<file path="src/rtl/ram_cmd_ctrl.sv">
// Byte-stream command parser that turns host write/read frames into word
// accesses on a single-port RAM with 1-cycle read latency.
module ram_cmd_ctrl #(
  parameter int VECTOR_LENGTH = 512,
  parameter int WORD_WIDTH    = 16,
  parameter int ADDR_WIDTH    = $clog2(VECTOR_LENGTH)
) (
  input  logic                  clk_i,
  input  logic                  rst_i,
  input  logic [7:0]            out_data_i,
  input  logic                  out_valid_i,
  output logic                  out_ready_o,
  output logic [7:0]            in_data_o,
  output logic                  in_valid_o,
  input  logic                  in_ready_i,
  output logic                  ram_clke_o,
  output logic                  ram_we_o,
  output logic [ADDR_WIDTH-1:0] ram_addr_o,
  output logic [WORD_WIDTH-1:0] ram_mask_o,
  output logic [WORD_WIDTH-1:0] ram_wdata_o,
  input  logic [WORD_WIDTH-1:0] ram_rdata_i,
  output logic                  busy_o
);

  localparam int         BYTES     = WORD_WIDTH / 8;
  localparam logic [1:0] LAST_BYTE = 2'(BYTES - 1);
  localparam logic [7:0] CMD_WRITE = 8'h01;
  localparam logic [7:0] CMD_READ  = 8'h02;
  localparam logic [7:0] ACK_BYTE  = 8'hAC;

  typedef enum logic [3:0] {
    IDLE, ADDR0, ADDR1, LEN0, LEN1, WDATA, WRITE, RREQ, RWAIT, RSEND, ACK
  } state_t;

  state_t                  state, state_nxt;
  logic                    is_write;
  logic [7:0]              addr_lo;
  logic [ADDR_WIDTH-1:0]   addr, addr_inc;
  logic [15:0]             count;
  logic [WORD_WIDTH-1:0]   wdata, rshift;
  logic [1:0]              byte_idx;
  logic                    out_fire, in_fire, byte_last, word_last, len_zero;

  assign out_fire  = out_valid_i && out_ready_o;
  assign in_fire   = in_valid_o && in_ready_i;
  assign byte_last = (byte_idx == LAST_BYTE);
  assign word_last = (count == 16'd1);
  assign len_zero  = ({out_data_i, count[7:0]} == 16'd0);
  // Out-of-range addresses (non-power-of-2 depth) also fold back to 0.
  assign addr_inc  = (32'(addr) >= VECTOR_LENGTH - 1) ? '0 : addr + 1'b1;

  // NOTE: sequential state uses non-blocking assignments so every flop samples pre-edge values.
  always_ff @(posedge clk_i or posedge rst_i) begin
    if (rst_i) state <= IDLE;
    else       state <= state_nxt;
  end

  always_comb begin
    // NOTE: a default assignment ahead of the case keeps this block free of inferred latches.
    state_nxt = state;
    unique case (state)
      IDLE:  if (out_fire && (out_data_i == CMD_WRITE || out_data_i == CMD_READ)) state_nxt = ADDR0;
      ADDR0: if (out_fire) state_nxt = ADDR1;
      ADDR1: if (out_fire) state_nxt = LEN0;
      LEN0:  if (out_fire) state_nxt = LEN1;
      LEN1: if (out_fire) begin
        if (len_zero) state_nxt = is_write ? ACK : IDLE;
        else          state_nxt = is_write ? WDATA : RREQ;
      end
      WDATA: if (out_fire && byte_last) state_nxt = WRITE;
      WRITE: state_nxt = word_last ? ACK : WDATA;
      RREQ:  state_nxt = RWAIT;
      RWAIT: state_nxt = RSEND;
      RSEND: if (in_fire && byte_last) state_nxt = word_last ? IDLE : RREQ;
      ACK:   if (in_fire) state_nxt = IDLE;
      default: state_nxt = IDLE;
    endcase
  end

  always_comb begin
    out_ready_o = 1'b0;
    in_valid_o  = 1'b0;
    in_data_o   = '0;
    ram_clke_o  = 1'b0;
    ram_we_o    = 1'b0;
    unique case (state)
      IDLE, ADDR0, ADDR1, LEN0, LEN1, WDATA: out_ready_o = !rst_i;
      WRITE: begin
        ram_clke_o = 1'b1;
        ram_we_o   = 1'b1;
      end
      RREQ:  ram_clke_o = 1'b1;
      RSEND: begin
        in_valid_o = 1'b1;
        in_data_o  = rshift[7:0];
      end
      ACK: begin
        in_valid_o = 1'b1;
        in_data_o  = ACK_BYTE;
      end
      default: ;
    endcase
  end

  always_ff @(posedge clk_i or posedge rst_i) begin
    if (rst_i) begin
      is_write <= 1'b0;
      addr_lo  <= '0;
      addr     <= '0;
      count    <= '0;
      wdata    <= '0;
      rshift   <= '0;
      byte_idx <= '0;
    end else begin
      unique case (state)
        IDLE:  if (out_fire) is_write <= (out_data_i == CMD_WRITE);
        ADDR0: if (out_fire) addr_lo <= out_data_i;
        ADDR1: if (out_fire) addr <= ADDR_WIDTH'({out_data_i, addr_lo});
        LEN0:  if (out_fire) count[7:0] <= out_data_i;
        LEN1: if (out_fire) begin
          count[15:8] <= out_data_i;
          byte_idx    <= '0;
        end
        WDATA: if (out_fire) begin
          wdata[8*byte_idx +: 8] <= out_data_i;
          byte_idx               <= byte_last ? '0 : byte_idx + 1'b1;
        end
        WRITE: begin
          count <= count - 1'b1;
          addr  <= addr_inc;
        end
        RWAIT: begin
          rshift   <= ram_rdata_i;
          byte_idx <= '0;
        end
        RSEND: if (in_fire) begin
          rshift <= rshift >> 8;
          if (byte_last) begin
            byte_idx <= '0;
            count    <= count - 1'b1;
            addr     <= addr_inc;
          end else begin
            byte_idx <= byte_idx + 1'b1;
          end
        end
        default: ;
      endcase
    end
  end

  assign ram_addr_o  = addr;
  assign ram_wdata_o = wdata;
  assign ram_mask_o  = '0;
  assign busy_o      = (state != IDLE);

endmodule

</file>
<file path="config.mk">
export PLATFORM = sky130hd
export DESIGN_NAME = ram_cmd_ctrl
export DESIGN_NICKNAME = d
export VERILOG_FILES = /design/src/rtl/ram_cmd_ctrl.sv
export SDC_FILE = /design/constraint.sdc
export NUM_CORES = 1
export LEC_CHECK = 0
export CAP_MARGIN = 25
export CELL_PAD_IN_SITES_DETAIL_PLACEMENT = 1
export CELL_PAD_IN_SITES_GLOBAL_PLACEMENT = 1
export CORE_MARGIN = 3
export CORE_UTILIZATION = 42
export CTS_CLUSTER_DIAMETER = 30
export DETAILED_ROUTE_END_ITERATION = 16
export PLACE_DENSITY_LB_ADDON = 0.1
export SLEW_MARGIN = 0
export SYNTH_ARGS = -nofsm -noshare
export SYNTH_HDL_FRONTEND = slang
export SYNTH_SLANG_ARGS = --single-unit
</file>
<file path="constraint.sdc">
create_clock -name clk_i -period 3.95 [get_ports clk_i]
set_clock_uncertainty 0.2 [all_clocks]
set_input_delay 0.5925 -clock clk_i [delete_from_list [all_inputs] [get_ports clk_i]]
set_output_delay 0.5925 -clock clk_i [all_outputs]
set_load 0.05 [all_outputs]
</file>
---- Word-level counts from Yosys, hierarchy flattened ----
Cells that the tools add are included.
operators by class
  add/subtract/negate cells ............... 4
  magnitude comparators ................... 1
  equal/unequal tests ..................... 25
  shift-type cells ........................ 2
  multiplexer cells ....................... 37
  reductions and logical operators ........ 27
operator list
  cell                       number
  $mux W16                   3
  $pmux W8 S3                2
  $mux W4                    11
  $pmux W4 S11               1
  $mux W9                    4
  $neg A5 Y34                1
  $shift A8 B34 Y16 const A  1
  $shiftx A8 B34 Y16         1
  $pmux W16 S2               1
  $pmux W9 S3                1
  $ne A2 B2 Y1 const B       11
  $bwmux W16                 1
  $eq A16 B1 Y1 const B      1
  $eq A4 B3 Y1 const B       4
  $logic_not A16 Y1          1
  $pmux W8 S2                1
  $reduce_and A4 Y1          4
  $sub A16 B1 Y16 const B    1
  $eq A4 B4 Y1 const B       3
  $mux W2                    5
  $add A9 B1 Y9 const B      1
  $ge A9 B9 Y1 const B       1
  $reduce_bool A3 Y1         3
  $eq A4 B2 Y1 const B       2
  19 further kinds           31
word-level totals
  bits in registers ....................... 72
  bits of input ports ..................... 28
  output and inout port bits .............. 54
  logic and storage cells ................. 105

---- Longest topological paths before layout ----
  depth after elaboration ................. 7
  mapped depth ............................ 9
  depth with buffers taken out ............ 9

---- Worst setup path after synthesis ----
No wires, ideal clock.
  path type ............................... input -> output
  from .................................... in rst_i
  to ...................................... out out_ready_o
  arrival time ............................ 2,701 ps
  data required time ...................... 3,157 ps
  setup slack ............................. 457 ps
  cell stages on the path ................. 2
  buffers on the path ..................... 0
  cell sequence ........................... inv_1 -> and2_1
between the ends
  longest elaborated chain between the ends .. 2
ends and longest elaborated chain
  item                               RTL line  source
  start: declaration                 9         input logic rst_i,
  $logic_not A1 Y1 (no source line)  n/a
  $mux W1                            86        unique case (state)
  end: declaration                   12        output logic out_ready_o,
Every way passes these cells.

---- Worst setup path after layout ----
  from .................................... reg state[0]
  to ...................................... out in_data_o[2]
between the ends
  longest elaborated chain between the ends .. 2
  elaborated cells on any way between the ends .. 3
  classes of those cells .................. 2 x eq/ne; 1 x mux
ends and longest elaborated chain
  item                      RTL line  source
  start: declaration        35        state_t state, state_nxt;
  start signal: assignment  55        else state <= state_nxt;
  $eq A4 B4 Y1              86
  $pmux W8 S2 (*)           86
  end: declaration          13        output logic [7:0] in_data_o,
Mark *: on every way between the ends. The rest lies on a longest branch, timed or not.

==> qor.csv <==
metric,value,unit
cp-start-kind,register,
ys_warn_count,0,
ctsHtreeMaxLevel,3,
place_congestion,0.855,
cts.repair.resized,0,
post-route-period-util,0.909,
synth_flop_cell,dfrtp_1,
synth.avg_cell_area,9.03,sq um
postCtsSetupRepairBufs,0,
multiInputGateArea,0.00218,sq mm
hold_path.class,reg -> reg,
cts_buffers,9,
peakVddDrop,0.000393,V
die_h,106,um
leakage,0.00207,uW
antenna_found_initial,0,
fin_nets,562,
viasPerCell,5.67,
slowest_delay,830,ps
initial_core_util,0.444,
path_buf_inv,2,
reg2reg_slack,880,ps
min_period,3590,ps
drc,0,
crit_type,reg -> out,
grt_use_met2,0.364,
vias,3723,
grt_use_met1,0.317,
post-route-util,0.541,
setup_violations,0,
grt_pass1_wl,20.3,mm
crit_slowest_cell,clkdlybuf4s50_1,
port_buffers,65,
synth_edf_count,0,
dr.pass1.iters,4,
cap_viol_max_count,0,
synthCells,465,
drt-initial-drc-count,150,
crit_chain,inv_1 -> nor2_1 -> nand2_1 -> a21oi_1 -> clkdlybuf4s50_1,
wl_per_cell,18.5,um
drv_slew,0,
detailed_place_hpwl,8.66,mm
crit_required,3160,ps
io_pins,82,
p_per_area,687,mW/mm^2
regArea,0.00180,sq mm
ctsHoldBuffers,0,
synthArstFlopShare,1.00,
timing.rr.start,state[1]$_DFFE_PP0P_,
crit_start,state[0]$_DFFE_PP0P_,
std_cell_rows,35,
dieArea,0.0112,sq mm
clkTransAtPathRegs,80,ps
root_buffer,clkbuf_8,
ant_nets,0,
crit_path_end_kind,primary output,
fin_tns_setup,0,ps
grt_use_total,0.224,
clock_latency,350,ps
grt_max_degree,73,
crit_family,buffers and inverters,
crit_arrival,2800,ps
ys_seq_elements,72,
yosysSeqAreaShare,0.429,
timing_hold_violations_final,0,
synthesis.area,0.00420,sq mm
numClockSinks,72,
routed_wl,12.1,mm
first_global_vias,3796,
grt.met3_usage,0.0316,
fillers,1111,
drive_gt1_frac,0.0947,
cts_tree,built,
tightestPinTransition,1010,ps
status,"finished, final reports clean",
cp_max_fo,16,
clock_path_buffers,2,
hold_path_startpoint,rshift[1]$_DFFE_PP0P_,
fmax,279,MHz
gr-total-overflow,0,
ys_types,59,
grt_busiest_layer,met2,
fp.dieW,106,um
coreArea,0.00946,sq mm
relSlewSlack,0.329,
synthToLayoutAreaGrowth,21.9,%
rsz0062_at_grt,false,
antenna_cells,0,
-- path summary, 6_finish.rpt --
path                                                     to  cells past startpoint
worst max-delay path                           in_data_o[2]                      5
worst min-delay path                  rshift[1]$_DFFE_PP0P_                      2
worst max register to register         count[5]$_DFFE_PP0P_                      6
worst min register to register        rshift[1]$_DFFE_PP0P_                      2
max in group asynchronous       ram_wdata_o[10]$_DFFE_PP0P_                      4
min in group asynchronous              state[2]$_DFFE_PP0P_                      3
-- worst reg2reg max path, delay by kind of cell (launching register included) --
family,cells,cell delay (ps)
buf+inv,1,270
simple gates,2,850
compound gates,3,1040
flops,1,600
-- logic make-up after synthesis --
group                      share of synthesized area
adders and majority gates                     0.0328
xor gates and xnor gates                     0.00209
AOI/OAI and AO/OA                              0.223
DFF                                            0.429
muxes                                         0.0483
buffers and inverters                         0.0697
other                                       0.000893
and+or+nand+nor                                0.194
-- Yosys cell counts (2+ instances only) --
library cell / number / area [sq um]
o22ai_1: 6 / 37.5
mux2_2: 10 / 113
nand3_1: 7 / 35.0
o31a_1: 2 / 17.5
nor2b_1: 3 / 18.8
nand2b_1: 6 / 37.5
nor3_1: 11 / 55.1
a211oi_1: 2 / 15.0
a32oi_1: 3 / 26.3
or2_2: 3 / 18.8
ha_1: 11 / 138
o211ai_1: 3 / 22.5
inv_1: 14 / 52.6
buf_2: 12 / 60.1
buf_4: 17 / 128
a221oi_1: 3 / 26.3
nand4_1: 2 / 12.5
nand2_1: 63 / 236
o21ai_1: 2 / 10.0
o31ai_1: 4 / 30.0
a211o_1: 2 / 17.5
o2bb2ai_1: 6 / 52.6
and2_1: 8 / 50.1
o21a_1: 5 / 37.5
nor4_2: 2 / 25.0
nor2_1: 26 / 97.6
nor4_1: 8 / 50.1
o21ai_0: 47 / 235
buf_1: 2 / 7.51
a21oi_1: 24 / 120
nor4b_1: 3 / 26.3
o22a_1: 5 / 43.8
and3_1: 5 / 31.3
a31oi_1: 6 / 37.5
a22o_1: 12 / 105
clkbuf_1: 12 / 45.0
dfrtp_1: 72 / 1800
nor3b_1: 5 / 37.5
and4_1: 2 / 17.5
a22oi_1: 2 / 15.0
mux2i_1: 9 / 90.1
-- metal layers --
layer  routed length, um  vias up
met4                 129        0
met5                   0        -
li1                    -     1775
met1                5650     1842
met3                 553       10
met2                5800       96
-- per-stage QoR --
step / instance area, sq um / std cells / worst slack (ps) / power, uW / hold WS (ps)
detailed placement: 4900 / 639 / 721 / 2960 / 273
global route: 5120 / 657 / 98.0 / 3770 / 314
floorplan: 4250 / 480 / 457 / 2440 / 242
CTS: 5080 / 655 / 332 / 3520 / 291
finish: 5120 / 657 / 360 / 3510 / 281
global placement: 4900 / 639 / 865 / 2900 / 254
-- layout make-up --
class | instances | share of cell area
Tap cell | 129 | 0.0315
Sequential cell | 72 | 0.352
Clock buffer | 10 | 0.0269
Inverter | 14 | 0.0103
Clock inverter | 6 | 0.00831
Timing Repair Buffer | 75 | 0.145
Multi-Input combinational cell | 351 | 0.426
-- state kept, by name, indices dropped and copies added, names as in the netlist --
signal	count
byte_idx	2
is_write	1
ram_wdata_o	16
rshift	16
ram_addr_o	9
state	4
count	16
addr_lo	8
-- layout by cell type (no fill, tap or decap), drive strengths merged, types with 3 or more instances in the layout --
| master | n |
|---|---|
| a21oi | 24 |
| a221oi | 3 |
| a22o | 12 |
| a31oi | 6 |
| a32oi | 3 |
| and2 | 8 |
| and3 | 5 |
| buf | 10 |
| clkbuf | 10 |
| clkdlybuf4s50 | 65 |
| clkinv | 3 |
| conb | 16 |
| dfrtp | 72 |
| ha | 11 |
| inv | 15 |
| mux2 | 10 |
| mux2i | 9 |
| nand2 | 63 |
| nand2b | 6 |
| nand3 | 7 |
| nor2 | 26 |
| nor2b | 3 |
| nor3 | 12 |
| nor3b | 5 |
| nor4 | 10 |
| nor4b | 3 |
| o211ai | 3 |
| o21a | 5 |
| o21ai | 49 |
| o22a | 5 |
| o22ai | 6 |
| o2bb2ai | 6 |
| o31ai | 5 |
| or2 | 3 |
-- power breakdown --
part	leakage, uW	switching, uW	internal (uW)	total (uW)
registers	0.000925	320	1000	1320
logic	0.00105	1020	625	1640
clock network	0.0000887	302	246	549
total	0.00207	1640	1880	3510
(Power assumes the default switching activity.)
